## src/rtl/branch_predictor_ctrl_if.sv

```systemverilog
// Fetch/execute-side signal bundle for the branch predictor controller.
// The pipeline drives through the master modport; the predictor sits on the slave modport.
interface branch_predictor_ctrl_if #(
    parameter int unsigned XLEN      = 32,
    parameter int unsigned CNT_WIDTH = 16
);
    logic [XLEN-1:0]      pc_f_i;
    logic [XLEN-1:0]      pc_e_i;
    logic                 branch_e_i;
    logic                 stall_e_i;
    logic                 pc_src_res_e_i;
    logic                 pc_src_pred_e_i;
    logic                 clear_i;
    logic                 pc_src_pred_f_o;
    logic                 mispredict_e_o;
    logic                 busy_o;
    logic [CNT_WIDTH-1:0] branch_cnt_o;
    logic [CNT_WIDTH-1:0] mispredict_cnt_o;

    modport master (
        output pc_f_i, pc_e_i, branch_e_i, stall_e_i, pc_src_res_e_i, pc_src_pred_e_i, clear_i,
        input  pc_src_pred_f_o, mispredict_e_o, busy_o, branch_cnt_o, mispredict_cnt_o
    );

    modport slave (
        input  pc_f_i, pc_e_i, branch_e_i, stall_e_i, pc_src_res_e_i, pc_src_pred_e_i, clear_i,
        output pc_src_pred_f_o, mispredict_e_o, busy_o, branch_cnt_o, mispredict_cnt_o
    );
endinterface

```

## src/rtl/branch_predictor_ctrl.sv

```systemverilog
// Table of 2-bit saturating branch predictors indexed by PC: fetch-side prediction,
// execute-side training, misprediction statistics and a one-entry-per-cycle clear sweep.
module branch_predictor_ctrl #(
    parameter int unsigned XLEN      = 32,
    parameter int unsigned IDX_BITS  = 6,
    parameter int unsigned CNT_WIDTH = 16
) (
    input logic                    clk_i,
    input logic                    reset_i,
    branch_predictor_ctrl_if.slave bus
);
    localparam int unsigned Entries = 2 ** IDX_BITS;

    localparam logic [0:0] StIdle  = 1'b0;
    localparam logic [0:0] StClear = 1'b1;

    localparam logic [1:0] CntSu = 2'b00;
    localparam logic [1:0] CntWu = 2'b01;
    localparam logic [1:0] CntSt = 2'b11;

    logic [0:0]           state_q;
    logic [IDX_BITS-1:0]  ptr_q;
    logic [1:0]           table_q [Entries];
    logic [CNT_WIDTH-1:0] branch_cnt_q;
    logic [CNT_WIDTH-1:0] mispredict_cnt_q;

    logic [IDX_BITS-1:0] idx_f;
    logic [IDX_BITS-1:0] idx_e;
    logic [1:0]          entry_e;
    logic [1:0]          entry_upd;
    logic                busy;
    logic                resolve;
    logic                upd;
    logic                mispredict;

    assign idx_f      = bus.pc_f_i[IDX_BITS+1:2];
    assign idx_e      = bus.pc_e_i[IDX_BITS+1:2];
    assign busy       = (state_q == StClear);
    assign resolve    = bus.branch_e_i & ~bus.stall_e_i;
    assign upd        = (state_q == StIdle) & resolve;
    assign mispredict = bus.branch_e_i & (bus.pc_src_res_e_i != bus.pc_src_pred_e_i);

    // Only the index bits of each PC select an entry.
    logic unused_pc_bits;
    assign unused_pc_bits = ^{bus.pc_f_i[XLEN-1:IDX_BITS+2], bus.pc_f_i[1:0],
                              bus.pc_e_i[XLEN-1:IDX_BITS+2], bus.pc_e_i[1:0]};

    always_comb begin
        entry_e   = table_q[idx_e];
        entry_upd = entry_e;
        if (bus.pc_src_res_e_i) begin
            if (entry_e != CntSt) entry_upd = entry_e + 2'd1;
        end else begin
            if (entry_e != CntSu) entry_upd = entry_e - 2'd1;
        end
    end

    always_ff @(posedge clk_i) begin
        if (reset_i) begin
            state_q <= StIdle;
            ptr_q   <= '0;
            for (int i = 0; i < Entries; i++) table_q[i] <= CntWu;
        end else if (state_q == StIdle) begin
            // A same-cycle update lands first; the sweep will later overwrite it.
            if (upd) table_q[idx_e] <= entry_upd;
            if (bus.clear_i) begin
                state_q <= StClear;
                ptr_q   <= '0;
            end
        end else begin
            table_q[ptr_q] <= CntWu;
            ptr_q          <= ptr_q + 1'b1;
            if (ptr_q == '1) state_q <= StIdle;
        end
    end

    always_ff @(posedge clk_i) begin
        if (reset_i) begin
            branch_cnt_q     <= '0;
            mispredict_cnt_q <= '0;
        end else if (resolve) begin
            if (branch_cnt_q != '1) branch_cnt_q <= branch_cnt_q + 1'b1;
            if (mispredict && (mispredict_cnt_q != '1)) begin
                mispredict_cnt_q <= mispredict_cnt_q + 1'b1;
            end
        end
    end

    assign bus.pc_src_pred_f_o  = busy ? 1'b0 : table_q[idx_f][1];
    assign bus.mispredict_e_o   = mispredict;
    assign bus.busy_o           = busy;
    assign bus.branch_cnt_o     = branch_cnt_q;
    assign bus.mispredict_cnt_o = mispredict_cnt_q;
endmodule

```

## src/flat_wrapper.sv

```systemverilog
// flat-port wrapper written by rule: the top's interface ports become plain ports
module branch_predictor_ctrl_flat 
#(
    parameter int unsigned XLEN      = 32,
    parameter int unsigned IDX_BITS  = 6,
    parameter int unsigned CNT_WIDTH = 16
)
  (clk_i, reset_i, bus_pc_f_i, bus_pc_e_i, bus_branch_e_i, bus_stall_e_i, bus_pc_src_res_e_i, bus_pc_src_pred_e_i, bus_clear_i, bus_pc_src_pred_f_o, bus_mispredict_e_o, bus_busy_o, bus_branch_cnt_o, bus_mispredict_cnt_o);
  branch_predictor_ctrl_if #(.XLEN(XLEN), .CNT_WIDTH(CNT_WIDTH)) bus_i ();
  input logic clk_i;
  input logic reset_i;
  input wire logic [$bits(bus_i.pc_f_i)-1:0] bus_pc_f_i;
  input wire logic [$bits(bus_i.pc_e_i)-1:0] bus_pc_e_i;
  input wire logic [$bits(bus_i.branch_e_i)-1:0] bus_branch_e_i;
  input wire logic [$bits(bus_i.stall_e_i)-1:0] bus_stall_e_i;
  input wire logic [$bits(bus_i.pc_src_res_e_i)-1:0] bus_pc_src_res_e_i;
  input wire logic [$bits(bus_i.pc_src_pred_e_i)-1:0] bus_pc_src_pred_e_i;
  input wire logic [$bits(bus_i.clear_i)-1:0] bus_clear_i;
  output wire logic [$bits(bus_i.pc_src_pred_f_o)-1:0] bus_pc_src_pred_f_o;
  output wire logic [$bits(bus_i.mispredict_e_o)-1:0] bus_mispredict_e_o;
  output wire logic [$bits(bus_i.busy_o)-1:0] bus_busy_o;
  output wire logic [$bits(bus_i.branch_cnt_o)-1:0] bus_branch_cnt_o;
  output wire logic [$bits(bus_i.mispredict_cnt_o)-1:0] bus_mispredict_cnt_o;
  assign bus_i.pc_f_i = bus_pc_f_i;
  assign bus_i.pc_e_i = bus_pc_e_i;
  assign bus_i.branch_e_i = bus_branch_e_i;
  assign bus_i.stall_e_i = bus_stall_e_i;
  assign bus_i.pc_src_res_e_i = bus_pc_src_res_e_i;
  assign bus_i.pc_src_pred_e_i = bus_pc_src_pred_e_i;
  assign bus_i.clear_i = bus_clear_i;
  assign bus_pc_src_pred_f_o = bus_i.pc_src_pred_f_o;
  assign bus_mispredict_e_o = bus_i.mispredict_e_o;
  assign bus_busy_o = bus_i.busy_o;
  assign bus_branch_cnt_o = bus_i.branch_cnt_o;
  assign bus_mispredict_cnt_o = bus_i.mispredict_cnt_o;
  branch_predictor_ctrl #(.XLEN(XLEN), .IDX_BITS(IDX_BITS), .CNT_WIDTH(CNT_WIDTH)) u_core (.clk_i(clk_i), .reset_i(reset_i), .bus(bus_i));
endmodule
```

## config.mk

```make
export PLATFORM = sky130hd
export DESIGN_NAME = branch_predictor_ctrl_flat
export DESIGN_NICKNAME = d
export VERILOG_FILES = /design/src/rtl/branch_predictor_ctrl_if.sv /design/src/rtl/branch_predictor_ctrl.sv /design/src/flat_wrapper.sv
export SDC_FILE = /design/constraint.sdc
export NUM_CORES = 1
export LEC_CHECK = 0
export CAP_MARGIN = 20
export CORE_ASPECT_RATIO = 2
export CORE_MARGIN = 2
export CORE_UTILIZATION = 43
export CTS_CLUSTER_DIAMETER = 30
export DETAILED_ROUTE_END_ITERATION = 10
export PLACE_DENSITY_LB_ADDON = 0.1
export RECOVER_POWER = 25
export SETUP_SLACK_MARGIN = 0.1
export SYNTH_ARGS = -nofsm -noshare
export SYNTH_HDL_FRONTEND = slang
export SYNTH_SLANG_ARGS = --single-unit
export TNS_END_PERCENT = 5
```

## constraint.sdc

```tcl
create_clock -name clk_i -period 6.25 [get_ports clk_i]
set_input_delay 0.625 -clock clk_i [delete_from_list [all_inputs] [get_ports clk_i]]
set_output_delay 0.625 -clock clk_i [all_outputs]
set_load 0.01 [all_outputs]
```

## After elaboration in Yosys (flattened, before gate mapping)

Memories as Yosys holds them, arrays and structs flattened.
Cells that the tools add are included.

| operators by class | value |
|---|---|
| reduce and logical (&&, ||, !) cells | 7 |
| add/subtract/negate cells | 5 |
| eq/ne operators | 5 |
| muxes and demuxes | 24 |
| bitwise logic cells | 5 |

Operator list:

| kind | count |
|---|---|
| $add 16x1->16 const B | 2 |
| $ne 16x16->1 const B | 2 |
| $mux 6 | 4 |
| $mux 1 | 15 |
| $mux 2 | 5 |
| $add 6x1->6 const B | 1 |
| $eq 6x6->1 const B | 1 |
| $reduce_and 2->1 | 2 |
| $reduce_bool 2->1 | 2 |
| $reduce_or 2->1 | 2 |
| $and 1x1->1 | 3 |
| $add 2x1->2 const B | 1 |
| $ne 2x2->1 const B | 1 |
| $not 1->1 | 2 |
| $sub 2x1->2 const B | 1 |
| $logic_and 1x1->1 | 1 |
| $ne 1x1->1 | 1 |

| storage, ports and cells | value |
|---|---|
| memories kept | 1 |
| flip-flop bits (word level) | 39 |
| bits in writable memories | 128 |
| logic and storage cells | 51 |
| output and inout bits | 35 |

Memory list:

| name | words | width | read ports | clocked after Yosys merged registers in | write ports | line | RTL |
|---|---|---|---|---|---|---|---|
| u_core.table_q | 64 | 2 | 2 | 0 | 64 | branch_predictor_ctrl.sv:23 | `logic [1:0] table_q [Entries];` |

## Logic depth before layout (Yosys ltp)

| logic depth | value |
|---|---|
| depth after elaboration | 10 |
| gate-level depth with buffers | 12 |
| depth with buffers taken out | 7 |

## Worst setup path before layout

No wires, ideal clock.

| path | value |
|---|---|
| kind | input-to-output |
| start | input bus_pc_f_i[2] |
| end | output bus_pc_src_pred_f_o |
| arrival | 2.768 ns |
| required time | 5.625 ns |
| setup slack | 2.857 ns |
| cell stages on the path | 6 |
| path through | buf_2 buf_2 mux4_2 mux4_2 mux4_2 and2_1 |

| between the ends | value |
|---|---|
| cells in the longest elaborated chain, start to end | 2 |

Ends and longest elaborated chain:

| element | line | RTL |
|---|---|---|
| start: declaration | flat_wrapper.sv:12 | `input wire logic [$bits(bus_i.pc_f_i)-1:0] bus_pc_f_i;` |
| $mem_v2 64x2 | n/a |  |
| $mux 1 | branch_predictor_ctrl.sv:89 | `assign bus.pc_src_pred_f_o = busy ? 1'b0 : table_q[idx_f][1];` |
| end: declaration | flat_wrapper.sv:19 | `output wire logic [$bits(bus_i.pc_src_pred_f_o)-1:0] bus_pc_src_pred_f_o;` |

Every way passes these cells.

==> summary.txt <==
Remaining DRCs: 0
Crit. End Element: flip-flop
Final Critical Period: 4620 ps
sw power: 674 µW
CP Launch Type: primary input
Remaining Overflow, GRT: 0
sequential share of power: 0.476
Post-CTS Hold Fix Bufs: 0
HP Class: reg2reg
HPWL after DPL: 19900 µm
Critical Path AT: 4830 ps
pwr/cell area: 243 nW/µm²
Final setup violation count: 0
global placement routability congestion: 0.886
most frequent cells in the layout: 128 x edfxtp_1, 75 x nor2_1, 51 x nand2_1
Power, Total: 2.57 mW
Die Span X: 108 µm
Post-DP Area: 10000 µm²
total of max-cap violations: 1
post-synthesis cell type count: 55
I/O pins: 106
All-Layer GR Usage: 0.253
Mapped Area: 9360 µm²
layout cell share with drive strength beyond 1: 0.155
initial core utilization: 0.435
root buffer cell: clkbuf_16
DR WL/cell: 24.5 µm
final worst-path cycle share: 0.740
FMAX: 216 MHz
Clock Power Share: 0.399
share of the synthesized area in the top cell type: 0.411
Vias: 6976
final instance area: 10600 µm²
clk sink count: 167
Post-synth EDFFs: 128
Synth Warn #: 0
Mapped Cells: 824
Pre-Repair DR Iteration Count: 5
nets: 920
largest area contributor in the netlist: edfxtp_1
setup bufs post-CTS: 0
Starting DRT DRC Count: 539
Critical Path RT: 6450 ps
n_diodes: 0
HP Start: u_core.bus.mispredict_cnt_o[15]$_SDFFE_PP0P_
Post-DRT Antenna Nets: 0
register area share after synthesis: 0.494
vertical die dimension: 213 µm
post-CTS resize count: 0
register bit total from synthesis: 167
Int Pwr: 1.90 mW
sink of the worst hold path: u_core.bus.mispredict_cnt_o[15]$_SDFFE_PP0P_
unrepaired setup endpoints after global routing: false
Syn Area/Cell: 11.4 µm²
final slew viol count: 69
vias in the first global route: 7243
Via density: 6.16
Slew headroom: -1.10
R2R cell count: 7
worst slack, placed: 1500 ps
Worst-Margin Slew: 3150 ps
Hold Path Depth: 2
switch share: 0.262
full die area: 23000 µm²
setup TNS: 0 ps
DRT Wirelength: 27700 µm
WHS: 541 ps
Max clock buf depth: 2
fin cells: 1132
Setup Crit Path Kind: in2reg
# H-tree levels: 4
main flop type after synthesis: edfxtp_1
fin util: 0.493
Async SR Flop Fraction: 0
number of clock buffers inserted by TritonCTS: 17
Post-Syn Nets: 898
core area: 21500 µm²
first-pass GRT wire length: 42300 µm
initial antenna violation count: 0
commonest non-fill, non-tap cell in the layout: edfxtp_1
final worst slack: 1630 ps
Buffers on Ports: 53
ranking of synthesized cells by area: edfxtp_1 41%, mux4_2 10%, dfxtp_1 8.3%
std cell rows: 76
r2r setup slk: 2700 ps
critical path peak fanout: 68
status: finished, violations left
area delta synth->final: 13.2%
Worst R2R End: u_core.table_q[25][1]$_SDFFCE_PN0P_
worst skew pair latency: 440 ps
DP Cell Count: 1100
Final Hold Violating Endpoints: 0
failing checks: capacitance limit, slew limit
largest net degree at the start of global routing: 69
Worst VDD drop: 0.000173 V
Leak: 3.55 nW
Comb power frac: 0.125
Worst R2R Start: u_core.bus.busy_o$_SDFF_PP0_
CTS tree: built
Reg clk slew, reported paths: 70 ps
Layout Skew: 13.4 ps
how the worst max path moves through the flow:
stage / startpoint / to / slack (ps) / cells past startpoint
floorplan: bus_pc_f_i[2] / bus_pc_src_pred_f_o / 2860 / 6
finish: reset_i / u_core.table_q[8][0]$_SDFFCE_PN1P_ / 1630 / 7
global route: reset_i / u_core.table_q[8][0]$_SDFFCE_PN1P_ / 1310 / 7
detailed placement: bus_pc_e_i[3] / u_core.table_q[34][1]$_SDFFCE_PN0P_ / 1500 / 10
CTS: bus_pc_f_i[2] / bus_pc_src_pred_f_o / 1790 / 7
global placement: bus_pc_e_i[3] / u_core.table_q[34][1]$_SDFFCE_PN0P_ / 1550 / 10
registers in the layout (all words and copies together) (netlist names):
signal                       cells
u_core.bus.branch_cnt_o         16
u_core.bus.mispredict_cnt_o     16
u_core.ptr_q                     6
u_core.bus.busy_o                1
u_core.table_q                 128
layer usage:
layer	share of wire	vias up	track usage
met5	0	-	0
met4	0.053	0	0.142
met3	0.050	73	0.0460
met2	0.56	266	0.474
met1	0.33	3505	0.257
li1	-	3132	-
cell usage after synthesis (5+ instances only):
| library cell | n |
|---|---|
| edfxtp_1 | 128 |
| nor2_1 | 75 |
| nand2_1 | 51 |
| nand3_1 | 47 |
| nor3_1 | 44 |
| mux4_2 | 42 |
| dfxtp_1 | 39 |
| clkbuf_1 | 38 |
| a21o_1 | 32 |
| mux2i_1 | 32 |
| nor2b_1 | 30 |
| nand4_1 | 28 |
| nand2b_1 | 23 |
| o21bai_1 | 23 |
| nand2_2 | 20 |
| xor2_1 | 20 |
| buf_2 | 17 |
| nor4_1 | 11 |
| a21oi_1 | 9 |
| and3_1 | 9 |
| xnor2_1 | 9 |
| and4_1 | 7 |
| buf_6 | 7 |
| inv_1 | 7 |
| nor4_2 | 7 |
| a31oi_1 | 6 |
| a22oi_1 | 5 |
| and2_1 | 5 |
| o21ai_0 | 5 |
cell families after synthesis:
| family | synth area share |
|---|---|
| adder cells (fa/ha/maj) | 0.00749 |
| XOR/XNOR | 0.0271 |
| buffers and inverters | 0.0415 |
| AND/OR/NAND/NOR | 0.212 |
| multiplexers | 0.140 |
| flip-flops | 0.494 |
| AO/OA/AOI/OAI | 0.0773 |
critical path, cell delays in order:
cell and delay (ps):
buf_4 370, clkbuf_1 2260, o21bai_1 580, nor2_1 190
nand3_1 340, nor2_1 110, or2_2 310
cell type report:
cell class,count,area (µm²)
Timing Repair Buffer,70,668
Multi-Input combinational cell,583,4350
Inverter,7,26.3
Clock inverter,9,63.8
Sequential cell,167,4620
Tap cell,273,342
Clock buffer,23,513
Fill cell,2027,10900
power by group through the flow:
stage | combinational, mW | sequential [mW] | clock [mW]
floorplan | 0.225 | 1.24 | 0
global placement | 0.311 | 1.25 | 0
detailed placement | 0.318 | 1.25 | 0
CTS | 0.319 | 1.23 | 1.04
global route | 0.339 | 1.23 | 1.08
finish | 0.321 | 1.23 | 1.03
Note: power is estimated with default switching activity, not from simulation.
